==> config.mk <==
export PLATFORM = sky130hd
export DESIGN_NAME = clock_monitor
export DESIGN_NICKNAME = d
export VERILOG_FILES = /design/src/rtl/clock_monitor.sv
export SDC_FILE = /design/constraint.sdc
export NUM_CORES = 1
export LEC_CHECK = 0
export CAP_MARGIN = 10
export CELL_PAD_IN_SITES_DETAIL_PLACEMENT = 1
export CELL_PAD_IN_SITES_GLOBAL_PLACEMENT = 2
export CORE_UTILIZATION = 29
export CTS_CLUSTER_SIZE = 16
export DETAILED_ROUTE_END_ITERATION = 10
export PLACE_DENSITY_LB_ADDON = 0.1
export SYNTH_ARGS = -nofsm -noshare
export SYNTH_HDL_FRONTEND = slang
export SYNTH_SLANG_ARGS = --single-unit
==> constraint.sdc <==
create_clock -name clk -period 1.9 [get_ports clk]
set_input_delay 0.38 -clock clk [delete_from_list [all_inputs] [get_ports clk]]
set_output_delay 0.38 -clock clk [all_outputs]
set_load 0.02 [all_outputs]
==> src/rtl/clock_monitor.sv <==
// Measures the period and high time of an asynchronous clk_in in clk cycles, and reports lock and stall status.
// High-time capture is compiled in only when CLOCK_MONITOR_DUTY_EN is defined; otherwise high_time is tied to 0.
module clock_monitor #(
    parameter int WIDTH      = 16,
    parameter int EXP_PERIOD = 4,
    parameter int TOL        = 0,
    parameter int LOCK_COUNT = 4,
    parameter int TIMEOUT    = 64
) (
    input  logic             clk,
    input  logic             reset,
    input  logic             clk_in,
    output logic [WIDTH-1:0] period,
    output logic [WIDTH-1:0] high_time,
    output logic             valid,
    output logic             locked,
    output logic             timeout
);

    localparam int LW = (LOCK_COUNT < 1) ? 1 : $clog2(LOCK_COUNT + 1);
    localparam logic [LW-1:0]       LOCK_MAX  = LW'(LOCK_COUNT);
    localparam logic [WIDTH-1:0]    TIMEOUT_W = WIDTH'(TIMEOUT);
    localparam logic [WIDTH-1:0]    CNT_ONE   = WIDTH'(1);
    // One extra bit keeps EXP_PERIOD-TOL from wrapping when it goes negative.
    localparam logic signed [WIDTH:0] TOL_LO  = (WIDTH+1)'(EXP_PERIOD - TOL);
    localparam logic signed [WIDTH:0] TOL_HI  = (WIDTH+1)'(EXP_PERIOD + TOL);

    typedef enum logic [1:0] {
        IDLE    = 2'd0,
        MEASURE = 2'd1,
        STALLED = 2'd2
    } state_t;

    state_t           state_q, state_d;
    logic             sync1_q, sync1_d;
    logic             sync2_q, sync2_d;
    logic             hist_q, hist_d;
    logic [WIDTH-1:0] cnt_q, cnt_d;
    logic [WIDTH-1:0] period_q, period_d;
    logic             valid_q, valid_d;
    logic [LW-1:0]    lock_cnt_q, lock_cnt_d;
    logic             locked_q, locked_d;
    logic             timeout_q, timeout_d;

    logic             rise;
    logic [WIDTH-1:0] cnt_inc;
    logic signed [WIDTH:0] cnt_ext;
    logic             in_tol;
    logic [LW-1:0]    lock_next;

`ifdef CLOCK_MONITOR_DUTY_EN
    logic             fall;
    logic [WIDTH-1:0] shadow_q, shadow_d;
    logic [WIDTH-1:0] high_time_q, high_time_d;
`endif

    always_comb begin
        sync1_d    = clk_in;
        sync2_d    = sync1_q;
        hist_d     = sync2_q;
        rise       = sync2_q & ~hist_q;
        cnt_inc    = (cnt_q == '1) ? cnt_q : cnt_q + CNT_ONE;
        cnt_ext    = {1'b0, cnt_q};
        in_tol     = (cnt_ext >= TOL_LO) && (cnt_ext <= TOL_HI);
        lock_next  = in_tol ? ((lock_cnt_q == LOCK_MAX) ? lock_cnt_q : lock_cnt_q + LW'(1)) : '0;

        state_d    = state_q;
        cnt_d      = cnt_q;
        period_d   = period_q;
        valid_d    = 1'b0;
        lock_cnt_d = lock_cnt_q;
        locked_d   = locked_q;
        timeout_d  = timeout_q;
`ifdef CLOCK_MONITOR_DUTY_EN
        fall        = ~sync2_q & hist_q;
        shadow_d    = shadow_q;
        high_time_d = high_time_q;
`endif

        unique case (state_q)
            IDLE: begin
                if (rise) begin
                    state_d = MEASURE;
                    cnt_d   = CNT_ONE;
                end
            end
            MEASURE: begin
                // A rise on the same cycle the counter hits TIMEOUT still completes the measurement.
                if (rise) begin
                    period_d   = cnt_q;
                    valid_d    = 1'b1;
                    cnt_d      = CNT_ONE;
                    lock_cnt_d = lock_next;
                    locked_d   = (lock_next == LOCK_MAX);
`ifdef CLOCK_MONITOR_DUTY_EN
                    high_time_d = shadow_q;
`endif
                end else if (cnt_q == TIMEOUT_W) begin
                    state_d    = STALLED;
                    timeout_d  = 1'b1;
                    lock_cnt_d = '0;
                    locked_d   = 1'b0;
                end else begin
                    cnt_d = cnt_inc;
                end
`ifdef CLOCK_MONITOR_DUTY_EN
                if (fall) begin
                    shadow_d = cnt_q;
                end
`endif
            end
            STALLED: begin
                if (rise) begin
                    state_d   = MEASURE;
                    timeout_d = 1'b0;
                    cnt_d     = CNT_ONE;
                end
            end
            default: begin
                state_d = IDLE;
            end
        endcase
    end

    always_ff @(posedge clk or negedge reset) begin
        if (!reset) begin
            state_q    <= IDLE;
            sync1_q    <= 1'b0;
            sync2_q    <= 1'b0;
            hist_q     <= 1'b0;
            cnt_q      <= '0;
            period_q   <= '0;
            valid_q    <= 1'b0;
            lock_cnt_q <= '0;
            locked_q   <= 1'b0;
            timeout_q  <= 1'b0;
        end else begin
            state_q    <= state_d;
            sync1_q    <= sync1_d;
            sync2_q    <= sync2_d;
            hist_q     <= hist_d;
            cnt_q      <= cnt_d;
            period_q   <= period_d;
            valid_q    <= valid_d;
            lock_cnt_q <= lock_cnt_d;
            locked_q   <= locked_d;
            timeout_q  <= timeout_d;
        end
    end

`ifdef CLOCK_MONITOR_DUTY_EN
    always_ff @(posedge clk or negedge reset) begin
        if (!reset) begin
            shadow_q    <= '0;
            high_time_q <= '0;
        end else begin
            shadow_q    <= shadow_d;
            high_time_q <= high_time_d;
        end
    end

    assign high_time = high_time_q;
`else
    assign high_time = '0;
`endif

    assign period  = period_q;
    assign valid   = valid_q;
    assign locked  = locked_q;
    assign timeout = timeout_q;

endmodule
## Word-level counts from Yosys, hierarchy flattened

Cells that the tools add are included.

| operators by class | value |
|---|---|
| shift-type cells | 0 |
| muxes and demuxes | 21 |
| add/sub/neg operators | 2 |
| $mul | 0 |
| div/mod/pow operators | 0 |
| magnitude comparators | 2 |
| bitwise operators | 2 |
| reduce and logical (&&, ||, !) cells | 11 |
| equality and inequality tests | 12 |

Operators with widths:

| operator | number |
|---|---|
| $mux 16 | 4 |
| $pmux 16 s2 | 1 |
| $add 16x1->16 const B | 1 |
| $eq 16x16->1 const B | 1 |
| $eq 16x7->1 const B | 1 |
| $ge 16x3->1 const B | 1 |
| $le 16x3->1 const B | 1 |
| $mux 3 | 4 |
| $reduce_and 4->1 | 2 |
| $mux 1 | 7 |
| $eq 3x3->1 const B | 2 |
| $mux 2 | 3 |
| $ne 2x2->1 const B | 3 |
| $ne 3x3->1 const B | 2 |
| $reduce_bool 2->1 | 3 |
| $pmux 2 s2 | 1 |
| $reduce_and 2->1 | 2 |
| $add 3x1->3 const B | 1 |
| $reduce_and 3->1 | 1 |
| $eq 2x1->1 const B | 1 |
| $eq 2x2->1 const B | 1 |
| $logic_not 2->1 | 1 |
| $ne 2x1->1 const B | 1 |
| $pmux 1 s2 | 1 |
| other kinds (4) | 4 |

| word-level totals | value |
|---|---|
| memory bits (writable) | 0 |
| memories kept | 0 |
| output and inout bits | 35 |
| ROM bits | 0 |
| latch bits | 0 |
| register bits after elaboration | 43 |
| input bits | 3 |
| word-level logic and storage cells | 60 |

## Logic depth before layout (Yosys ltp)

| logic depth | value |
|---|---|
| depth in word-level cells | 5 |
| mapped depth | 8 |
| mapped depth without buffers | 7 |

## Worst setup path before layout

Ideal clock, no wire load.

| timing | value |
|---|---|
| path type | register to register |
| start | register cnt_q[0] |
| end | register cnt_q[12] |
| cell stages (with the launch flop) | 8 |
| required time | 1808 ps |
| period minus slack after synthesis | 1857 ps |
| path slack | 43 ps |
| data arrival time | 1766 ps |
| path buffers | 1 |
| cells stage by stage | dfrtp_1 > ha_1 > and3_1 > and4_4 > and2_4 > or2_1 > buf_6 > o31ai_2 |

| between the ends | value |
|---|---|
| word-level cells in the longest chain between the ends | 5 |
| elaborated cells on any way between the ends | 10 |
| classes of those cells | add/sub (1); eq/ne (4); mux (4); reduce/logical (1) |

Ends and longest elaborated chain:

| element | RTL line | source |
|---|---|---|
| from (decl) | 38 | `logic [WIDTH-1:0] cnt_q, cnt_d;` |
| from (signal assigned) | 142 | `cnt_q <= cnt_d;` |
| $add 16x1->16 | 62 | `cnt_inc = (cnt_q == '1) ? cnt_q : cnt_q + CNT_ONE;` |
| $mux 16 | 62 |  |
| $mux 16 | 98 | `end else if (cnt_q == TIMEOUT_W) begin` |
| $mux 16 | 89 | `if (rise) begin` |
| $pmux 16 s2 | 80 | `unique case (state_q)` |

Parallel ways exist; a longest one is shown, timed or not. The select of a mux whose other input is x is not followed.
A chain may end at the register's enable or synchronous reset.

## Final worst setup path

| timing | value |
|---|---|
| start | register cnt_q[0] |
| end | register cnt_q[5] |

Same word-level chain as after synthesis.

==> run summary <==
Status: finished with violations
Failing checks: negative hold slack
Power share of the clock group: 31.5%
Netlist cell types: 42
IO buf count: 21
Sequential group share of total power: 43.8%
Gate power share: 24.6%
Critical path class: flop to flop
R2R setup slack: 0.09 ns
Rows: 32
Vias per std cell: 4.688
Final worst slack: 0.08822 ns
Final HPWL DP: 4676 um
Final hold vios: 7
Postcts setup bufs: 0
Synth Cell Area: 0.002351 mm2
Fin. max-slew vios: 0
CORE AREA: 0.007767 mm2
Yosys top cell area share: 45.77%
Number of global-route vias before repair: 2106
Sw frac: 30.86%
CTS sink count: 43
IO Pins: 38
Clk_lat worst skew: 0.30 ns
Final wirelength: 6280 um
Static Leak: 1.439 nW
Crit path DAT: 2.02 ns
Worst EP required: 2.11 ns
Min Tclk post-route: 1.812 ns
Vias: 1969
Grt ovf: 0
Ant. Diodes: 0
Die Footprint: 0.008471 mm2
Pint: 1.686 mW
IR drop worst, VDD: 277.4 uV
Post-synth EDFFs: 0
Global-route usage over all layers: 16.55%
Mapped Cells: 258
Ys Warns: 0
Share of cells above drive strength 1: 23.90%
Num CTS Buffers: 5
Root Buffer: clkbuf_8
CP startpoint kind: flop
Fmax: 551.9 MHz
DIE HEIGHT: 92.04 um
Sequential share of the synthesized area: 45.77%
Hold_buf cts: 0
Reg clk slew, reported paths: 0.09 ns
Final Setup Violations: 0
Min Hold Slack: -0.001525 ns
Mean Syn Cell Area: 9.112 um2
Max Cap Viol: 0
Place WS: 0.008459 ns
FF+latch count, synth: 43
Layout Skew: 0.009435 ns
Final Cycle Share: 95.36%
Util after Layout: 39.13%
Starting Density: 30.27%
Area delta synth->final: 29.27%
Global-route wire length before repair: 10850 um
CP Max Fanout: 4
CTS Buffer Depth: 2
DRT Pass-1 Iters: 6
Net Switching: 0.7526 mW
Die Width: 92.04 um
DRC viols: 0
Power Density: 802.5 mW/mm2
Top post-synthesis cells by area: dfrtp_1 (46%), nand2_1 (9.6%), buf_4 (5.1%)
Largest net degree at the start of global routing: 19
CTS tree: done
Area after DPL: 0.002867 mm2
Synth async-reset ratio: 100.0%
Setup TNS Final: 0 ns
HP Class: primary input to asynchronous set/reset pin
Area leader, netlist: dfrtp_1
Fin nets: 324
Initial DRC Count: 47
Placer Congestion: 0.7655
Htree depth: 2
Ys flop type: dfrtp_1
Post-route ant nets: 0
Final instance area: 0.003039 mm2
Routed wire per std cell: 14.95 um
CP Capture Type: flop
Antenna violations before repair: 0
flip-flops by register name, indices dropped and copies added (netlist names):
name,count
cnt_q,16
hist_q,1
timeout,1
sync1_q,1
locked,1
period,16
lock_cnt_q,3
hist_d,1
state_q,2
valid,1
critical path: stages (launching register included):
cell	delay, ns
dfrtp_1	0.42
ha_2	0.20
and3_4	0.18
and4_4	0.16
and2_4	0.15
or2_1	0.25
buf_4	0.17
o31ai_2	0.19
area by class of cell:
cell class              instances  area [um2]
inverters                       7       26.28
flip-flops and latches         43        1076
fillers                       947        4728
clock inverters                 2       35.03
clock buffers                   6       82.58
well taps                     102       127.6
repair buffers                 66       546.8
multi-input cells             194        1145
power groups by stage:
stage	clock network [mW]	logic, mW	registers [mW]
after floorplan	0	0.325	1.10
after global placement	0	0.567	1.09
after detailed placement	0	0.576	1.09
after CTS	0.806	0.584	1.07
after global routing	0.824	0.667	1.09
final	0.769	0.601	1.07
synth_stat cells, types with 2 or more instances:
master and number:
nand2_1 60, dfrtp_1 43, o21ai_0 18, buf_4 16, nor2_1 14, a21oi_1 12
inv_1 7, nand3_1 7, o31ai_2 7, buf_6 5, nand2b_1 5, nand4_1 5
o21ai_1 5, buf_2 4, ha_1 4, nor2b_1 4, and3_1 3, and4_1 3
clkbuf_1 3, a22o_1 2, a31oi_1 2, and4_4 2, nor3_1 2, nor3_2 2
nor4_1 2, nor4b_2 2, o22ai_1 2, o311ai_1 2, o41ai_2 2
through the flow:
step / total power, mW / instances
6_report: 2.439 / 420
5_1_grt: 2.576 / 420
4_1_cts: 2.459 / 420
3_5_place_dp: 1.663 / 412
3_3_place_gp: 1.653 / 412
2_1_floorplan: 1.423 / 273
final timing paths:
kind	startpoint	to	cells after the start
max in group asynchronous	reset	cnt_q[14]	2
min	reset	period[15]	1
max	cnt_q[0]	cnt_q[5]	7
min in group clk	sync1_q	hist_d	0
min reg2reg	sync1_q	hist_d	0
max reg2reg	cnt_q[0]	cnt_q[5]	7
what timing repair did:
item	4_1_cts	5_1_grt
pin swaps	0	2
setup endpoints to repair	2	16
gates resized for setup	1	12
per-layer routing:
layer  vias to the layer above  track usage (%)  wire, um  part of all wire [%]
li1                        978                -         -                     -
met1                       951            21.80      3107                    49
met2                        33            27.67      2933                    47
met3                         7            2.736       158                   2.5
met4                         0            5.078        81                   1.3
met5                         -                0         0                     0
cell usage in the layout (no fill, tap or decap), types with 2 or more instances in the layout:
cell	synthesis	final
a21oi_1	12	12
a22o_1	2	2
a31oi_1	2	2
and3_1	3	2
and4_1	3	3
and4_4	2	2
buf_4	16	44
clkbuf_8	0	6
clkdlybuf4s50_1	0	20
conb_1	1	16
dfrtp_1	43	43
ha_1	4	3
inv_1	7	7
nand2_1	60	60
nand2b_1	5	5
nand3_1	7	7
nand4_1	5	5
nor2_1	14	14
nor2b_1	4	4
nor3_2	2	2
o21ai_0	18	15
o21ai_1	5	8
o22ai_1	2	2
o31ai_2	7	7
o41ai_2	2	2
kinds of logic (layout without fill, tap and decap cells):
group	count (synthesis)	in the layout	synth area share, %
AO/OA/AOI/OAI	57	57	16.82
adder cells (fa/ha/maj)	4	4	2.129
buffers and inverters	36	81	10.11
flip-flops	43	43	45.77
multiplexers	1	1	0.4258
other	1	16	0.1595
AND/OR/NAND/NOR	116	116	24.59
(Power assumes the default switching activity.)
